### src/rtl/conv_layer_mc.sv
// rtl/conv_layer_mc.sv - multichannel KxK convolution: products, adder tree, channel accumulator.
// Optional macro CONV_LAYER_MC_RELU_EN clamps negative window results to zero.
module conv_layer_mc #(
    parameter int KERNEL = 3,
    parameter int E      = 3,
    parameter int N      = 4,
    parameter int M      = 4,
    parameter int CH     = 2,
    parameter int CE     = 1,
    localparam int ACC_W = N + M + E + CE + 1
) (
    input  logic                       clk,
    input  logic                       rst,
    input  logic                       clr,
    input  logic [KERNEL*KERNEL*N-1:0] data2conv,
    input  logic [KERNEL*KERNEL*M-1:0] w,
    input  logic                       en_in,
    output logic [ACC_W-1:0]           d_out,
    output logic                       en_out,
    output logic [CE-1:0]              ch_idx
);

    localparam int KK    = KERNEL * KERNEL;
    localparam int P_W   = N + M + 1;
    localparam int SUM_W = N + M + E + 1;
    localparam logic [CE-1:0] LAST_CH = CE'(CH - 1);

    logic accept;
    logic first_c;
    logic last_c;

    logic signed [P_W-1:0] tap_x  [KK];
    logic signed [P_W-1:0] wt_x   [KK];
    logic signed [P_W-1:0] prod_c [KK];
    logic signed [P_W-1:0] prod_q [KK];
    logic                  s1_valid, s1_first, s1_last;

    logic signed [SUM_W-1:0] sum_c;
    logic signed [SUM_W-1:0] sum_q;
    logic                    s2_valid, s2_first, s2_last;

    logic signed [ACC_W-1:0] acc;
    logic signed [ACC_W-1:0] acc_next;
    logic signed [ACC_W-1:0] result_c;

    // clr overrides a simultaneous beat
    assign accept  = en_in & ~clr;
    assign first_c = (ch_idx == '0);
    assign last_c  = (ch_idx == LAST_CH);

    always_ff @(posedge clk or posedge rst) begin
        if (rst) begin
            ch_idx <= '0;
        end else if (clr) begin
            ch_idx <= '0;
        end else if (en_in) begin
            ch_idx <= last_c ? '0 : ch_idx + CE'(1);
        end
    end

    // Taps are unsigned: a zero MSB makes them safe signed operands.
    always_comb begin
        for (int i = 0; i < KK; i++) begin
            tap_x[i]  = P_W'($signed({1'b0, data2conv[i*N +: N]}));
            wt_x[i]   = P_W'($signed(w[i*M +: M]));
            prod_c[i] = tap_x[i] * wt_x[i];
        end
    end

    always_ff @(posedge clk) begin
        if (accept) begin
            for (int i = 0; i < KK; i++) begin
                prod_q[i] <= prod_c[i];
            end
        end
    end

    always_ff @(posedge clk or posedge rst) begin
        if (rst) begin
            s1_valid <= 1'b0;
            s1_first <= 1'b0;
            s1_last  <= 1'b0;
        end else begin
            s1_valid <= accept;
            s1_first <= first_c;
            s1_last  <= last_c;
        end
    end

    always_comb begin
        sum_c = '0;
        for (int i = 0; i < KK; i++) begin
            sum_c = sum_c + SUM_W'(prod_q[i]);
        end
    end

    always_ff @(posedge clk) begin
        if (s1_valid) begin
            sum_q <= sum_c;
        end
    end

    always_ff @(posedge clk or posedge rst) begin
        if (rst) begin
            s2_valid <= 1'b0;
            s2_first <= 1'b0;
            s2_last  <= 1'b0;
        end else begin
            s2_valid <= s1_valid & ~clr;
            s2_first <= s1_first;
            s2_last  <= s1_last;
        end
    end

    // A first beat reloads, so back-to-back windows need no clearing bubble.
    assign acc_next = s2_first ? ACC_W'(sum_q) : acc + ACC_W'(sum_q);

`ifdef CONV_LAYER_MC_RELU_EN
    assign result_c = acc_next[ACC_W-1] ? '0 : acc_next;
`else
    assign result_c = acc_next;
`endif

    always_ff @(posedge clk or posedge rst) begin
        if (rst) begin
            acc    <= '0;
            d_out  <= '0;
            en_out <= 1'b0;
        end else begin
            en_out <= 1'b0;
            if (s2_valid && !clr) begin
                acc <= acc_next;
                if (s2_last) begin
                    d_out  <= result_c;
                    en_out <= 1'b1;
                end
            end
        end
    end

endmodule

### config.mk
export PLATFORM = sky130hd
export DESIGN_NAME = conv_layer_mc
export DESIGN_NICKNAME = d
export VERILOG_FILES = /design/src/rtl/conv_layer_mc.sv
export SDC_FILE = /design/constraint.sdc
export NUM_CORES = 1
export LEC_CHECK = 0
export CORE_ASPECT_RATIO = 0.75
export CORE_MARGIN = 8
export CORE_UTILIZATION = 35
export CTS_BUF_LIST = sky130_fd_sc_hd__clkbuf_8
export DETAILED_ROUTE_END_ITERATION = 7
export GPL_TIMING_DRIVEN = 0
export SLEW_MARGIN = 20
export SYNTH_ARGS = -nofsm -noshare
export SYNTH_HDL_FRONTEND = slang
export SYNTH_SLANG_ARGS = --single-unit
### constraint.sdc
create_clock -name clk -period 5.6 [get_ports clk]
set_input_delay 1.12 -clock clk [delete_from_list [all_inputs] [get_ports clk]]
set_output_delay 1.12 -clock clk [all_outputs]
set_load 0.01 [all_outputs]
-- Yosys cells after proc, flatten, opt, wreduce, memory -nomap -nowiden
Memory sizes are Yosys's and may differ from the RTL's.
Index checks and enable logic that the tools add are counted.
- flip-flop bits (word level): 46
- RAM bits: 81
- input port bits: 76
- output and inout port bits: 15
- word-level logic and storage cells: 47
- memories kept: 1
- add/subtract/negate cells: 10
- $mul: 9
- multiplexer cells: 8
- bitwise logic cells: 4
- reductions and logical operators: 4
- memories (memory ; depth ; bits a word ; read ports ; clocked after Yosys merged registers in ; write ports ; line ; source):
    prod_q ; 9 ; 9 ; 9 ; 0 ; 9 ; 35 ; logic signed [P_W-1:0] prod_q [KK];
- operator list (operator ; count):
    multiplier 5 x 4 -> 9 bit ; 9
    adder 12 x 9 -> 12 bit ; 5
    adder 13 x 12 -> 13 bit ; 1
    2-to-1 mux 13 bit ; 1
    adder 11 x 9 -> 12 bit ; 1
    adder 10 x 9 -> 11 bit ; 1
    adder 9 x 9 -> 10 bit ; 1
    2-to-1 mux 1 bit ; 7
    bitwise AND 1 bit ; 2
    inverter 1 bit ; 2
    AND reduction 2 bit ; 1
    nonzero test 2 bit ; 1
    adder 1 bit, second input constant ; 1
    logical AND 1 bit ; 1
    zero test 1 bit ; 1

-- Logic depth before layout (Yosys ltp)
Gate-level depths: netlist (run 1).
An unclocked memory read counts as a cell.
- depth after elaboration: 9
- gate-level depth with buffers: 18
- gate-level depth less buffers: 18

-- Worst setup path after synthesis (run 1)
Ideal clock, no wire load.
- kind: in2reg
- start point: input port clr
- end point: memory prod_q[0][0] in the netlist's numbering, enable pin
- library setup time: 533 ps
- arrival time: 4757 ps
- required time: 5067 ps
- slack: 310 ps
- stages: 1
- path buffers: 0
- cells stage by stage: nor2b_1
- RTL lines (element ; line ; source):
    from (decl) ; 14 ; input logic clr,
    to (decl) ; 35 ;

==> run metrics, run 1 <==
status completed; CTS tree yes; Synth top area share 24.3%; antenna-violating nets left 0; startpoint types flop; Post-synth ARST share 26.8%; Slew headroom 50.6%; Fin Setup TNS 0 ns; Die Area 0.0389 sq mm; share of cells above drive strength 1 3.58%; commonest cells in the synthesized netlist inv_1, ha_1, fa_1, edfxtp_1, nand2_1; Synth Flop Type edfxtp_1; register area share after synthesis 31.8%; WP data arrival 4.95 ns; CP cell instances inv_1 > fa_1 > inv_1 > fa_1 > fa_1 > inv_1 > fa_1 > inv_1 > ha_1 > a21o_1 > a21oi_1 > o21ai_1 > or4_1 > a41o_1 > a21oi_1 > xnor2_1; CTS max path bufs 2; vias per inst 4.36; ant diodes 0; Layout area overhead 16.8%; routed wire length 21500 um; clk_lat worst skew 0.44 ns; Critical Path End Type flop; Die Width 225 um; Final Setup Violations 0; cell taking the most area after synthesis edfxtp_1; Core Footprint 0.0323 sq mm; post-cts sizing count 0; #FFs+latches synth 127; Ys Warns 0; PortBufs 90; worst setup path class reg -> reg; Syn Inst Count 1077; Least-Margin Pin Slew 0.740 ns; DRT iter0 DRCs 335; vias in the first global route 7451; max-cap violations 0; Die Height 173 um; largest net degree at the start of global routing 35; fin nets 1553; cell with the largest stage delay on the worst path fa_1; most frequent cell after synthesis inv_1; post-DP HPWL 18300 um; cell area after layout 0.0134 sq mm; root buf cell clkbuf_8; worst-path fanout max 2; post-synth net total 1441; worst hold path class reg -> reg; Post-CTS Setup Repair Bufs 0; total track usage 11.6%; Slowest Stage Delay on Critical Path 0.60 ns; Pleak 6.56 nW; routed len/inst 13.1 um; Syn Std Cell Area 0.0115 sq mm; GPL Wtd Cong 0.816; RSZ-0062 raised after global routing no; worst path required time 5.79 ns; period utilization 85.0%; grt ovf 0; initial antenna violation count 0; Avg Inst Size Synth 10.7 sq um; total clock sinks 127; DRT Pass-1 Iters 5; PD cells 484 mW/mm^2; fin crit period 4.76 ns; Top Ports 91; Final Max Slew Viols 0; first-pass GRT wire length 36900 um; Final Skew 0.00946 ns; Highest Clock Rate 210 MHz; DRC viols 0; Core Util, Final 41.5%; Post-synth EDFFs 93; Fin. Hold Viols 0; fillers 3154; top post-synthesis cells by area edfxtp_1, fa_1, ha_1, inv_1, dfrtp_1; routed vias 7173; Starting Density 35.5%; dpl cell area 0.0130 sq mm; H-tree Lvls 4; Reg clk slew, reported paths 0.08 ns; post-synth cell types 43; CTS Buf Count 17; Hold Buf Count CTS 0; worst vdd ir 0.503 mV; # rows 57
-- logic make-up (layout without fill, tap and decap cells) --
logic type,after synthesis,after routing,share of synthesized area [%]
fa+ha+maj,288,288,38.7
buf+inv,258,383,8.47
simple gates,220,220,9.66
flops,127,127,31.8
compound gates,121,121,6.53
xor+xnor,56,56,4.28
mux,7,7,0.622
-- path summary, 6_finish.rpt --
| check | slack (ns) | endpoint | start | cells past startpoint |
|---|---|---|---|---|
| max in group asynchronous | 3.99 | acc[7] | rst | 2 |
| min reg2reg | 0.35 | s2_last | s1_last | 0 |
| max reg2reg | 0.84 | sum_q[11] | prod_q[0][3] | 16 |
| min in group asynchronous | 1.12 | d_out[0] | rst | 2 |
| max | 0.84 | sum_q[11] | prod_q[0][3] | 16 |
| min | 0.35 | s2_last | s1_last | 0 |
-- layout by cell type (no fill, tap or decap), drive strengths merged, types with 2 or more instances in the layout --
| cell type | instances |
|---|---|
| or4 | 2 |
| fa | 111 |
| nor2 | 32 |
| clkinvlp | 4 |
| o21a | 2 |
| clkdlybuf4s50 | 90 |
| bufinv | 2 |
| and3 | 2 |
| nor3 | 4 |
| nand3 | 3 |
| dfrtp | 34 |
| and2 | 67 |
| inv | 254 |
| nor2b | 7 |
| edfxtp | 93 |
| mux2i | 6 |
| clkinv | 4 |
| o21bai | 10 |
| clkbuf | 25 |
| nand2 | 75 |
| o21ai | 24 |
| xnor2 | 49 |
| a21o | 26 |
| ha | 177 |
| o211ai | 4 |
| or3 | 3 |
| nand2b | 21 |
| a21oi | 45 |
| buf | 4 |
| xor2 | 7 |
| a31oi | 2 |
-- flip-flops by register name (all words and copies together) (netlist names), 12 cells and up --
register / cells
sum_q: 12
d_out: 13
acc: 13
prod_q: 81
-- metal layers --
layer	global-route usage, %	vias up	part of all wire (%)
met5	0	-	0
li1	-	3666	-
met2	17.3	96	43
met4	2.26	0	0.75
met3	2.59	14	3.7
met1	17.2	3397	52
-- where the power goes --
| group | total, mW | switching [mW] | internal, mW |
|---|---|---|---|
| Clock | 0.789 | 0.388 | 0.401 |
| Sequential | 1.60 | 0.125 | 1.48 |
| Combinational | 4.09 | 2.15 | 1.95 |
| Total | 6.49 | 2.66 | 3.83 |
-- worst max-delay path: cells and delay by family (launching register included) --
family	cells	cell delay, ns
xor+xnor	1	0.09
flops	1	0.33
fa+ha+maj	5	2.46
buf+inv	4	0.24
compound gates	5	0.94
simple gates	1	0.44
-- layout make-up --
type	count	area [sq um]	share of cell area (%)
multi-input combinational	692	6860	51.2
sequential	127	3640	27.2
clock buffer	17	234	1.75
tap	442	553	4.13
buffer	9	37.5	0.280
clock inverter	15	161	1.20
timing repair buffer	93	968	7.23
inverter	249	935	6.98
-- stage by stage --
stage / power (mW) / setup WS [ns] / hold slack (ns) / std cells
4_1_cts: 6.56 / 0.809 / 0.356 / 1644
2_1_floorplan: 4.81 / 0.310 / 0.331 / 1077
6_report: 6.49 / 0.842 / 0.355 / 1644
3_3_place_gp: 5.65 / -1.84 / 0.336 / 1609
5_1_grt: 7.23 / 0.608 / 0.383 / 1644
3_5_place_dp: 5.71 / 0.828 / 0.338 / 1612
No activity file was read; power rests on OpenSTA's default activity.
==> inputs of run 2 (changes only) <==
==> constraint.sdc (replaced) <==
create_clock -name clk -period 4.57 [get_ports clk]
set_input_delay 0.914 -clock clk [delete_from_list [all_inputs] [get_ports clk]]
set_output_delay 0.914 -clock clk [all_outputs]
set_load 0.01 [all_outputs]
==> run metrics, run 2 (synthesis results as in run 1) <==
status completed; Die Height 173 um (unchanged); most frequent cells in the layout inv_1, ha_1, fa_1; ant diodes 0 (unchanged); routed wire length 21700 um (+0.98%); Worst R2R Setup Slack 0.02 ns (-0.82 ns); Critical Path End Type flop; DRT iter0 DRCs 351 (+4.8%); initial antenna violation count 0 (unchanged); PD cells 617 mW/mm^2 (+27%); max-cap violations 0 (unchanged); H-tree Lvls 4 (unchanged); clk_lat worst skew 0.44 ns (about the same); fillers 3111 (-1.4%); Slew headroom 52.9% (+2.3 points); grt ovf 0 (unchanged); worst hold path class reg -> reg; Final Skew 0.0148 ns (+0.00538 ns); fin crit period 4.55 ns (-0.209 ns); worst vdd ir 0.815 mV (+62%); Die Area 0.0389 sq mm (unchanged); Reg clk slew, reported paths 0.08 ns (about the same); Least-Margin Pin Slew 0.706 ns (-0.0343 ns); startpoint types flop; Highest Clock Rate 220 MHz (+4.6%); total clock sinks 127 (unchanged); total track usage 11.7% (+0.057 points); fin nets 1557 (+0.26%); period utilization 99.5% (+15 points); multi-input gate area in the final layout 0.00688 sq mm (+0.29%); vias in the first global route 7494 (+0.58%); CTS Buf Count 17 (unchanged); CTS max path bufs 2 (unchanged); Die Width 225 um (unchanged); RSZ-0062 raised after global routing yes; Largest regs prod_q: 81 flops, acc: 13 flops, d_out: 13 flops; worst path required time 4.75 ns (-1.04 ns); worst setup path class reg -> reg; largest net degree at the start of global routing 35 (unchanged); Top Ports 91 (unchanged); post-DP HPWL 18600 um (+1.5%); WP data arrival 4.73 ns (-0.22 ns); share of cells above drive strength 1 4.64% (+1.1 points); vias per inst 4.36 (about the same); DRT Pass-1 Iters 4 (-1); Core Util, Final 41.5% (about the same); commonest non-fill, non-tap cell in the layout inv_1; Hold Buf Count CTS 0 (unchanged); routed vias 7189 (+0.22%); Reg area 0.00364 sq mm (unchanged); Layout area overhead 16.9% (about the same); antenna-violating nets left 0 (unchanged); first-pass GRT wire length 36900 um (+0.17%); Final Max Slew Viols 0 (unchanged); largest reg by FF count prod_q; Final Setup Violations 0 (unchanged); DRC viols 0 (unchanged); max reg flops 81 (unchanged); Fin. Hold Viols 0 (unchanged); Starting Density 35.5% (unchanged); # rows 57 (unchanged); Core Footprint 0.0323 sq mm (unchanged); overall power 8.27 mW (+27%); routed len/inst 13.1 um (+0.73%); Pleak 6.55 nW (about the same); CTS tree yes; hold_ws 0.357 ns (+0.00223 ns); PortBufs 90 (unchanged); worst-path fanout max 2 (unchanged); root buf cell clkbuf_8; GPL Wtd Cong 0.803 (-1.7%)
-- run 2: cell types whose count changed in the layout (fill, tap and decap cells not counted), moves of 2 or more --
cell | before | now
buf_4 | 1 | 5
inv_2 | 1 | 5
inv_1 | 248 | 245
a21oi_1 | 44 | 42
a21oi_2 | 1 | 3
bufinv_16 | 2 | 0
fa_1 | 111 | 109
fa_2 | 0 | 2
-- run 2: layout make-up --
type,instances,area share (%)
timing repair buffer,97,7.50
clock buffer,17,1.75
clock inverter,15,0.840
inverter,249,6.97
sequential,127,27.2
tap,442,4.13
multi-input combinational,692,51.4
buffer,9,0.280
-- run 2: timing repair --
action	4_1_cts	5_1_grt
gates resized for setup	5	5
endpoints found under the setup margin	1	2
buffers inserted	2	2
pin swaps	10	16
-- run 2: critical path, cell delays in order, from the launching register on --
cell and delay [ns]:
edfxtp_1 0.40, fa_1 0.53, fa_1 0.54, fa_1 0.58
inv_2 0.04, fa_1 0.54, inv_1 0.06, ha_1 0.27
a21o_1 0.17, a21oi_2 0.17, o21ai_2 0.08, or4_4 0.42
a41o_1 0.27, a21oi_2 0.13, xnor2_1 0.10
-- run 2: per-stage QoR --
step | area (sq um) | cells | setup TNS [ns] | setup slack (ns)
5_1_grt | 13400 | 1648 | -0.165 | -0.150
2_1_floorplan | 11500 | 1077 | 0 | 0.0902
4_1_cts | 13400 | 1646 | 0 | 0.000536
6_report | 13400 | 1648 | 0 | 0.0207
3_3_place_gp | 12900 | 1609 | -35.27 | -0.436
3_5_place_dp | 13000 | 1612 | -0.248 | -0.248
-- run 2: where the power goes --
part	total [mW]	internal, mW	switching (mW)
registers	1.97	1.81	0.156
clock network	0.854	0.379	0.475
logic	5.44	2.66	2.78
total	8.27	4.85	3.41
-- run 2: worst paths after layout --
kind                       cells after the start   endpoint     startpoint
max                                           14  sum_q[11]  prod_q[0][48]
min                                            0   s2_first       s1_first
max reg2reg                                   14  sum_q[11]  prod_q[0][48]
min reg2reg                                    0   s2_first       s1_first
max in group asynchronous                      2     acc[9]            rst
min in group asynchronous                      2     acc[8]            rst
-- run 2: metal layers --
layer	track usage, %	share of wire [%]
met5	0	0
met4	2.53	0.81
met3	2.15	3.8
met2	17.6	44
met1	17.2	52
==> inputs of run 3 (changes only) <==
--- a/config.mk
+++ b/config.mk
@@ -5,13 +5,13 @@
 export SDC_FILE = /design/constraint.sdc
 export NUM_CORES = 1
 export LEC_CHECK = 0
+export CAP_MARGIN = 30
 export CORE_ASPECT_RATIO = 0.75
 export CORE_MARGIN = 8
 export CORE_UTILIZATION = 35
 export CTS_BUF_LIST = sky130_fd_sc_hd__clkbuf_8
 export DETAILED_ROUTE_END_ITERATION = 7
 export GPL_TIMING_DRIVEN = 0
-export SLEW_MARGIN = 20
 export SYNTH_ARGS = -nofsm -noshare
 export SYNTH_HDL_FRONTEND = slang
 export SYNTH_SLANG_ARGS = --single-unit
==> constraint.sdc (replaced) <==
create_clock -name clk -period 5.1 [get_ports clk]
set_input_delay 1.02 -clock clk [delete_from_list [all_inputs] [get_ports clk]]
set_output_delay 1.02 -clock clk [all_outputs]
set_load 0.01 [all_outputs]
==> run metrics, run 3 (synthesis results as in run 1) <==
Top Ports 91 (unchanged); Pleak 6.56 nW (about the same); post-DP HPWL 18600 um (+0.20%); multi-input gate area in the final layout 0.00686 sq mm (-0.29%); period utilization 94.0% (-5.6 points); total clock sinks 127 (unchanged); Die Height 173 um (unchanged); RSZ-0062 raised after global routing no; Setup WS post-layout 0.307 ns (+0.286 ns); WP data arrival 4.97 ns (+0.24 ns); Worst Reg2Reg Path Length in Cells 16 (+2); CP cell instances inv_1 > fa_1 > inv_1 > fa_1 > fa_1 > inv_1 > fa_1 > inv_1 > ha_1 > a21o_1 > a21oi_1 > o21ai_1 > or4_1 > a41o_1 > a21oi_1 > xnor2_1; largest net degree at the start of global routing 32 (-8.6%); Critical Path End Type flop; routed wire length 21600 um (-0.41%); PortBufs 90 (unchanged); DRT iter0 DRCs 274 (-22%); most frequent cells in the layout inv_1, ha_1, fa_1; cell with the largest stage delay on the worst path fa_1; critical path startpoint prod_q[0][3]; worst setup path class reg -> reg; Hold Buf Count CTS 0 (unchanged); DRT Pass-1 Iters 4 (unchanged); CTS max path bufs 2 (unchanged); Slew headroom 59.6% (+6.7 points); vias per inst 4.37 (+0.18%); DRC viols 0 (unchanged); worst hold path class reg -> reg; CP Depth 16 (+2); max reg flops 81 (unchanged); Worst Path Buf+Inv 4 (+2); Setup crit end sum_q[11]; routed len/inst 13.1 um (-0.23%); Reg clk slew, reported paths 0.08 ns (about the same); dpl ws 0.304 ns (+0.552 ns); Post-CTS Setup Repair Bufs 0 (-2); first-pass GRT wire length 36700 um (-0.71%); post-cts sizing count 0 (-5); ant diodes 0 (unchanged); vias in the first global route 7469 (-0.33%); largest reg by FF count prod_q; routed vias 7189 (unchanged); CTS Buf Count 17 (unchanged); Worst R2R Setup Slack 0.31 ns (+0.29 ns); Die Area 0.0389 sq mm (unchanged); Core Footprint 0.0323 sq mm (unchanged); worst-path fanout max 2 (unchanged); Largest regs prod_q: 81 flops, acc: 13 flops, d_out: 13 flops; startpoint types flop; worst path required time 5.28 ns (+0.53 ns); commonest non-fill, non-tap cell in the layout inv_1; Slowest Stage Delay on Critical Path 0.60 ns (+0.02 ns); FF-to-FF Start prod_q[0][3]; H-tree Lvls 4 (unchanged); root buf cell clkbuf_8; FF-to-FF End sum_q[11]; PD cells 526 mW/mm^2 (-15%); grt ovf 0 (unchanged); overall power 7.04 mW (-15%); fin nets 1554 (-0.19%); Least-Margin Pin Slew 0.598 ns (-0.107 ns); CTS tree yes; initial antenna violation count 0 (unchanged); dpl cells 1613 (+0.062%); fin crit period 4.79 ns (+0.244 ns); fillers 3161 (+1.6%); Reg area 0.00364 sq mm (unchanged); # rows 57 (unchanged); Fin. Hold Viols 0 (unchanged); GPL Wtd Cong 0.803 (unchanged); max-cap violations 0 (unchanged); Crit path max-delay family adder cells; clk_lat worst skew 0.44 ns (about the same); Die Width 225 um (unchanged); antenna-violating nets left 0 (unchanged); total track usage 11.6% (-0.12 points); Final Max Slew Viols 0 (unchanged); Starting Density 35.5% (unchanged); status completed; Highest Clock Rate 209 MHz (-5.1%); Final Skew 0.0109 ns (-0.00396 ns); Layout area overhead 16.7%; worst vdd ir 0.673 mV (-17%); Final Setup Violations 0 (unchanged); Layout Cells excl Fill 1645 (-0.18%); share of cells above drive strength 1 3.49% (-1.2 points)
-- run 3: cell count changes in the layout (fill, tap and decap cells not counted), sizes merged --
cell	delta
buf	-3
clkinv	+1
clkinvlp	-1
-- run 3: area by class of cell --
| type | count | area share, % |
|---|---|---|
| Tap cell | 442 | 4.13 |
| Timing Repair Buffer | 94 | 7.50 |
| Inverter | 249 | 6.98 |
| Buffer | 9 | 0.280 |
| Multi-Input combinational cell | 692 | 51.3 |
| Clock buffer | 17 | 1.75 |
| Clock inverter | 15 | 0.851 |
| Sequential cell | 127 | 27.2 |
-- run 3: report_power, final --
| part | total, mW | switching (mW) | internal (mW) | leakage, nW |
|---|---|---|---|---|
| Sequential | 1.76 | 0.138 | 1.62 | 1.29 |
| Clock | 0.769 | 0.428 | 0.340 | 0.171 |
| Combinational | 4.51 | 2.37 | 2.14 | 5.10 |
-- run 3: how the worst min path moves through the flow --
stage / endpoint / cells past startpoint / start
after global routing: s2_first / 0 / s1_first
after CTS: s2_last / 0 / s1_last
after floorplan: s2_first / 0 / s1_first
after detailed placement: s2_last / 0 / s1_last
final: s2_first / 0 / s1_first
after global placement: s2_first / 0 / s1_first
-- run 3: metrics by stage --
stage	utilization (%)	setup TNS [ns]	hold slack (ns)	cell area (sq um)
2_1_floorplan	-	0	0.331	11500
3_3_place_gp	40.0	-0.512	0.335	12900
3_5_place_dp	40.4	0	0.342	13000
4_1_cts	41.4	0	0.360	13400
5_1_grt	41.4	0	0.363	13400
6_report	41.4	0	0.359	13400
-- run 3: routing by layer --
| layer | share of wire, % | global-route usage [%] |
|---|---|---|
| met2 | 44 | 17.5 |
| met4 | 0.65 | 2.29 |
| met3 | 3.5 | 2.28 |
| met1 | 52 | 16.9 |
| met5 | 0 | 0 |
